`src/rtl/fifo_wr_arb_pkg.sv`:
```
// Shared types and width helpers for the FIFO write-side arbiter.
package fifo_wr_arb_pkg;

  typedef enum logic {
    ST_IDLE  = 1'b0,
    ST_BURST = 1'b1
  } arb_state_e;

  // Index width that stays at least 1 bit even for a degenerate count of 1.
  function automatic int unsigned idx_width(input int unsigned n);
    return (n <= 1) ? 1 : $clog2(n);
  endfunction

endpackage

```
`src/rtl/fifo_wr_arbiter_rr_pick.sv`:
```
// Combinational round-robin picker: first asserted request after last_grant,
// wrapping modulo NUM_REQ.
module rr_pick
  import fifo_wr_arb_pkg::*;
#(
  parameter int NUM_REQ = 4,
  parameter int IDX_W   = idx_width(NUM_REQ)
) (
  input  logic [NUM_REQ-1:0] req,
  input  logic [IDX_W-1:0]   last_grant,
  output logic               found,
  output logic [IDX_W-1:0]   idx
);

  // cand[k] is the requester examined k+1 places after the previous owner.
  logic [IDX_W-1:0] cand [NUM_REQ];

  for (genvar k = 0; k < NUM_REQ; k++) begin : g_cand
    assign cand[k] = IDX_W'((int'(last_grant) + k + 1) % NUM_REQ);
  end

  // NOTE: every output gets a default before the loop so no latch is inferred.
  always_comb begin
    found = 1'b0;
    idx   = '0;
    for (int k = NUM_REQ - 1; k >= 0; k--) begin
      if (req[cand[k]]) begin
        found = 1'b1;
        idx   = cand[k];
      end
    end
  end

endmodule

```
`src/rtl/fifo_wr_arbiter.sv`:
```
// Round-robin write-port scheduler with burst locking: one producer owns the
// FIFO write port for up to MAX_BURST accepted words, throttled by w_full.
module fifo_wr_arbiter
  import fifo_wr_arb_pkg::*;
#(
  parameter int NUM_REQ    = 4,
  parameter int DATA_WIDTH = 8,
  parameter int MAX_BURST  = 4
) (
  input  logic                            w_clk,
  input  logic                            w_rst_n,
  input  logic [NUM_REQ-1:0]              req_valid,
  input  logic [NUM_REQ*DATA_WIDTH-1:0]   req_data,
  input  logic [NUM_REQ-1:0]              req_last,
  output logic [NUM_REQ-1:0]              req_ready,
  input  logic                            w_full,
  output logic                            w_inc,
  output logic [DATA_WIDTH-1:0]           w_data,
  output logic [idx_width(NUM_REQ)-1:0]   grant_id,
  output logic                            busy
);

  localparam int GID_W = idx_width(NUM_REQ);
  localparam int CNT_W = idx_width(MAX_BURST + 1);
  localparam logic [CNT_W-1:0] CNT_LAST = CNT_W'(MAX_BURST - 1);
  localparam logic [GID_W-1:0] GID_LAST = GID_W'(NUM_REQ - 1);

  arb_state_e       state_q, state_d;
  logic [GID_W-1:0] grant_q, grant_d;
  logic [GID_W-1:0] last_grant_q, last_grant_d;
  logic [CNT_W-1:0] burst_cnt_q, burst_cnt_d;

  logic             pick_found;
  logic [GID_W-1:0] pick_idx;
  logic             burst_end;

  rr_pick #(
    .NUM_REQ (NUM_REQ),
    .IDX_W   (GID_W)
  ) u_rr_pick (
    .req        (req_valid),
    .last_grant (last_grant_q),
    .found      (pick_found),
    .idx        (pick_idx)
  );

  // Write-port muxing is combinational so w_full throttles in the same cycle.
  always_comb begin
    req_ready = '0;
    w_inc     = 1'b0;
    w_data    = '0;
    if (state_q == ST_BURST) begin
      req_ready[grant_q] = ~w_full;
      w_inc              = req_valid[grant_q] & ~w_full;
      w_data             = req_data[grant_q*DATA_WIDTH +: DATA_WIDTH];
    end
  end

  // Last flag and beat limit coinciding still form a single burst end.
  assign burst_end = w_inc & (req_last[grant_q] | (burst_cnt_q == CNT_LAST));

  always_comb begin
    state_d      = state_q;
    grant_d      = grant_q;
    last_grant_d = last_grant_q;
    burst_cnt_d  = burst_cnt_q;
    case (state_q)
      ST_IDLE: begin
        if (pick_found) begin
          grant_d     = pick_idx;
          burst_cnt_d = '0;
          state_d     = ST_BURST;
        end
      end
      ST_BURST: begin
        if (w_inc) begin
          burst_cnt_d = burst_cnt_q + CNT_W'(1);
        end
        if (burst_end) begin
          last_grant_d = grant_q;
          state_d      = ST_IDLE;
        end
      end
      default: state_d = ST_IDLE;
    endcase
  end

  // NOTE: state registers use non-blocking assignments so every flop samples
  // pre-edge values regardless of process ordering.
  always_ff @(posedge w_clk or negedge w_rst_n) begin
    if (!w_rst_n) begin
      state_q      <= ST_IDLE;
      grant_q      <= '0;
      last_grant_q <= GID_LAST;
      burst_cnt_q  <= '0;
    end else begin
      state_q      <= state_d;
      grant_q      <= grant_d;
      last_grant_q <= last_grant_d;
      burst_cnt_q  <= burst_cnt_d;
    end
  end

  assign grant_id = grant_q;
  assign busy     = (state_q == ST_BURST);

endmodule

```
`config.mk`:
```
export PLATFORM = sky130hd
export DESIGN_NAME = fifo_wr_arbiter
export DESIGN_NICKNAME = d
export VERILOG_FILES = /design/src/rtl/fifo_wr_arb_pkg.sv /design/src/rtl/fifo_wr_arbiter_rr_pick.sv /design/src/rtl/fifo_wr_arbiter.sv
export SDC_FILE = /design/constraint.sdc
export NUM_CORES = 1
export LEC_CHECK = 0
export ABC_AREA = 1
export CAP_MARGIN = 5
export CORE_ASPECT_RATIO = 1.75
export CORE_UTILIZATION = 41
export DETAILED_ROUTE_END_ITERATION = 12
export PLACE_DENSITY = 0.85
export SYNTH_ARGS = -nofsm -noshare
export SYNTH_HDL_FRONTEND = slang
export SYNTH_HIERARCHICAL = 1
export SYNTH_SLANG_ARGS = --single-unit
export TNS_END_PERCENT = 5
```
`constraint.sdc`:
```
create_clock -name w_clk -period 3.6 [get_ports w_clk]
set_clock_uncertainty 0.15 [all_clocks]
set_input_delay 0.36 -clock w_clk [delete_from_list [all_inputs] [get_ports w_clk]]
set_output_delay 0.36 -clock w_clk [all_outputs]
set_load 0.01 [all_outputs]
```
Word level (Yosys, flattened, before mapping)
Cells that the tools add are included.
Widths: inputs -> output; s select.
{"block": "totals", "in_bits": 43, "output_inout_bits": 16, "ff_bits": 8}
{"block": "classes", "n_lt_le_gt_ge": 6, "n_eq_ne": 3, "n_reduce_logical": 4, "addsub": 7, "bitwise_logic": 6, "n_shift": 1, "mux": 31}
{"op": "$shiftx 32x6->8", "n": 1}
{"op": "$lt 2x3->1 const B", "n": 5}
{"op": "$mux 1", "n": 14}
{"op": "$bmux 1 s2", "n": 6}
{"op": "$add 2x2->2 const B", "n": 5}
{"op": "$mux 2", "n": 4}
{"op": "$mux 8", "n": 1}
{"op": "$mux 3", "n": 2}
{"op": "$pmux 3 s2", "n": 1}
{"op": "$reduce_and 2->1", "n": 3}
{"op": "$and 4x4->4", "n": 1}
{"op": "$mux 4", "n": 1}
{"op": "$ne 2x2->1 const B", "n": 2}
{"op": "$add 3x1->3 const B", "n": 1}
{"op": "$eq 3x2->1 const B", "n": 1}
{"op": "$add 2x1->2 const B", "n": 1}
{"op": "$and 1x1->1", "n": 2}
{"op": "$demux 1 s2", "n": 1}
{"op": "$ge 2x1->1 const B", "n": 1}
{"op": "$not 1->1", "n": 2}
{"op": "$pmux 1 s2", "n": 1}
{"op": "$logic_and 1x1->1", "n": 1}
{"op": "$or 1x1->1", "n": 1}

Logic depth before layout (Yosys ltp)
{"block": "depth", "ltp_word": 10, "ltp_mapped": 12, "mapped_depth_nobuf": 11}

Modules after synthesis
Netlist, hierarchy kept.
{"mod": "fifo_wr_arbiter", "area_each_um2": 807.0, "n_inst": 1, "seq_area_each_um2": 202.7, "cells_each": 110}
{"mod": "rr_pick", "area_each_um2": 226.5, "n_inst": 1, "seq_area_each_um2": 0.0, "cells_each": 49}

Least setup slack after synthesis
OpenSTA, ideal clock, no wires.
{"block": "synth_path", "kind": "flip-flop to output port", "start": "register grant_q[0] (netlist: grant_id[0])", "end": "output w_data[0]", "required_ps": 3090, "path_stages_with_launch": 6, "slack_ps": 1916, "t_arrival_ps": 1174, "path_cell_list": "dfrtp_1 buf_6 buf_4 buf_6 nand3_1 a41oi_1"}
{"block": "synth_via", "elab_chain_cells": 2}
{"item": "from (decl)", "line_no": "fifo_wr_arbiter.sv:29", "text": "logic [GID_W-1:0] grant_q, grant_d;"}
{"item": "from (signal assigned)", "line_no": "fifo_wr_arbiter.sv:98", "text": "grant_q <= grant_d;"}
{"item": "$shiftx 32x6->8", "line_no": "fifo_wr_arbiter.sv:55", "text": "w_data = req_data[grant_q*DATA_WIDTH +: DATA_WIDTH];"}
{"item": "$mux 8", "line_no": "fifo_wr_arbiter.sv:52", "text": "if (state_q == ST_BURST) begin"}
{"item": "to (decl)", "line_no": "fifo_wr_arbiter.sv:18", "text": "output logic [DATA_WIDTH-1:0] w_data,"}
No other way between the ends.

Worst setup path after layout
{"block": "layout_path", "start": "register grant_q[1] (netlist: grant_id[1])", "end": "output w_inc"}
{"block": "layout_via", "elab_chain_cells": 4}
{"item": "$bmux 1 s2", "line_no": "fifo_wr_arbiter.sv:54", "text": "w_inc = req_valid[grant_q] & ~w_full;"}
{"item": "$mux 1 (implied by the code)", "line_no": "fifo_wr_arbiter.sv:54"}
{"item": "$and 1x1->1", "line_no": "fifo_wr_arbiter.sv:54"}
{"item": "$mux 1", "line_no": "fifo_wr_arbiter.sv:52"}
{"item": "to (decl)", "line_no": "fifo_wr_arbiter.sv:17", "text": "output logic w_inc,"}
No other way between the ends. The select of a mux whose other input is x is not followed.

==> flow_metrics.env <==
export IMPL_status="finished, final reports clean"
export IMPL_drt_pass1_iter_count=4
export IMPL_fin_ws_ns=0.7077
export IMPL_wl_um=3385
export IMPL_rsz0062_at_grt="false"
export IMPL_use_met1_pct=23.68
export IMPL_final_common_cell="clkdlybuf4s50_1"
export IMPL_synth_edff_count=0
export IMPL_hold_buffers=0
export IMPL_synthFlopType="dfrtp_1"
export IMPL_netlist_instances=159
export IMPL_clock_sinks=8
export IMPL_synthArstFlopShare_pct=100.0
export IMPL_ant_nets=0
export IMPL_ys_ff_latch=8
export IMPL_die_area_um2=2733
export IMPL_leakage_nw=0.7383
export IMPL_postSynthAreaPerCell_um2=6.500
export IMPL_cts_resized=0
export IMPL_row_count=23
export IMPL_min_period_ns=2.892
export IMPL_drv_cap=0
export IMPL_synth_fp_nets=204
export IMPL_met2_usage_pct=52.22
export IMPL_grtUsageMet3_pct=5.519
export IMPL_worstSetupPathType="register to output port"
export IMPL_overflow=0
export IMPL_io_pin_count=59
export IMPL_vdd_ir_drop_max_mv=0.5356
export IMPL_root_buffer="clkbuf_8"
export IMPL_port_buffers=58
export IMPL_grt_max_degree=27
export IMPL_setup_violations_final=0
export IMPL_finalHoldViolCount=0
export IMPL_drt_drc_violations_left=0
export IMPL_syn_to_final_growth_pct=56.30
export IMPL_post_route_period_util_pct=80.34
export IMPL_yosysSeqAreaShare_pct=19.61
export IMPL_track_usage_pct=25.92
export IMPL_via_per_inst=5.527
export IMPL_cts_buffer_depth=2
export IMPL_path_max_fanout=26
export IMPL_layout_common_cells="clkdlybuf4s50_1 (58), nand2_1 (49), nand3_1 (38)"
export IMPL_fin_hold_ws_ns=0.2604
export IMPL_post_cts_buffers=0
export IMPL_cts_buffers=3
export IMPL_hold_path_class="input pin to async pin"
export IMPL_grt_pass1_wl_um=4961
export IMPL_place_gp_congestion=0.8315
export IMPL_fmax_ghz=0.3457
export IMPL_place_ws_ns=0.9723
export IMPL_clk_latency_ns=0.23
export IMPL_vias=1310
export IMPL_clk_pin_slew_ns=0.04
export IMPL_die_x_um=39.95
export IMPL_startpoint="grant_id[1]"
export IMPL_avgRoutedWirePerCell_um=14.28
export IMPL_worstMarginPinSlew_ns=0.9272
export IMPL_power_density_nw_per_um2=753.1
export IMPL_hpwl_um=2679
export IMPL_r2r_start="grant_id[1]"
export IMPL_num_antenna_cells=0
export IMPL_drt_iter0_drc=33
export IMPL_antenna_found_initial=0
export IMPL_reg2reg_slack_ns=1.47
export IMPL_arrival_ns=2.38
export IMPL_max_slew_margin_pct=38.19
export IMPL_synth_area_um2=1033
export IMPL_endpoint_kind="output port"
export IMPL_core_um2=2331
export IMPL_grt_pass1_vias=1230
export IMPL_finalMaxSlewViolations=0
export IMPL_cp_start_kind="register"
export IMPL_cts_tree="built"
export IMPL_start_util_pct=44.34
export IMPL_fp_dieH_um=68.42
export IMPL_drive_gt1_share_pct=12.74
export IMPL_ys_types=24
export IMPL_layout_nets=258
export IMPL_top_usage_layer="met2"
export IMPL_worstPathRequired_ns=3.09
export IMPL_htreeDepth=1
export IMPL_yosysWarnings=6
export IMPL_final_setup_tns_ns=0
==> worst max-delay path, cell delays in order, from the launching register on <==
cell,delay [ns]
dfrtp_1,0.94
inv_2,0.30
nand3_2,0.16
nand2_4,0.07
nor2_4,0.13
nor2_8,0.06
clkdlybuf4s50_1,0.48
==> flip-flops by register name, summed over array words and instances, names as in the netlist <==
register      flops
last_grant_q      2
busy              1
grant_id          2
burst_cnt_q       3
==> synthesized netlist by cell type, types with 3 or more instances <==
cell | number | area share (%)
nand2_1 | 49 | 18
nand3_1 | 38 | 18
inv_1 | 11 | 4.0
a41oi_1 | 8 | 6.8
dfrtp_1 | 6 | 15
nand2_2 | 6 | 3.6
buf_6 | 4 | 4.4
inv_2 | 4 | 1.5
nor2_1 | 4 | 1.5
nor3_1 | 4 | 1.9
a21oi_1 | 3 | 1.5
buf_2 | 3 | 1.5
nand2_4 | 3 | 3.3
==> routing by layer <==
metal	vias up	routed length [um]
li1	634	-
met1	606	1113
met2	64	1998
met3	6	222
met4	0	51
met5	-	0
==> metrics by stage <==
stage | area (um^2) | total power, mW | cells | util [%]
3_3_place_gp | 1570 | 1.056 | 233 | 67.36
5_1_grt | 1615 | 1.300 | 237 | 69.30
6_report | 1615 | 1.216 | 237 | 69.30
4_1_cts | 1615 | 1.212 | 237 | 69.30
2_1_floorplan | 1033 | 0.8176 | 159 | -
3_5_place_dp | 1570 | 1.090 | 233 | 67.36
==> kinds of logic (layout without fill, tap and decap cells) <==
logic type	count (synthesis)	after routing	share of synthesized area [%]
compound gates	13	13	9.564
fa+ha+maj	2	2	2.421
buf+inv	25	78	13.56
flops	8	8	19.61
simple gates	111	111	54.84
==> power by group <==
part | internal [mW] | switching, mW | total, mW
Combinational | 0.390 | 0.446 | 0.836
Clock | 0.0769 | 0.0374 | 0.114
Sequential | 0.137 | 0.129 | 0.266
==> area by class of cell <==
class / instances / area, um^2
well taps: 25 / 31.28
flip-flops and latches: 8 / 202.7
fillers: 205 / 715.7
clock buffers: 4 / 45.04
multi-input cells: 126 / 690.7
inverters: 16 / 65.06
repair buffers: 58 / 580.6
==> final timing paths <==
check / end / cells past startpoint
worst max-delay path: w_inc / 6
worst min register to register: last_grant_q[1] / 2
worst max register to register: burst_cnt_q[1] / 6
worst min-delay path: busy / 1
max in group asynchronous: last_grant_q[0] / 1
min in group w_clk: last_grant_q[1] / 2
(Power assumes the default switching activity.)
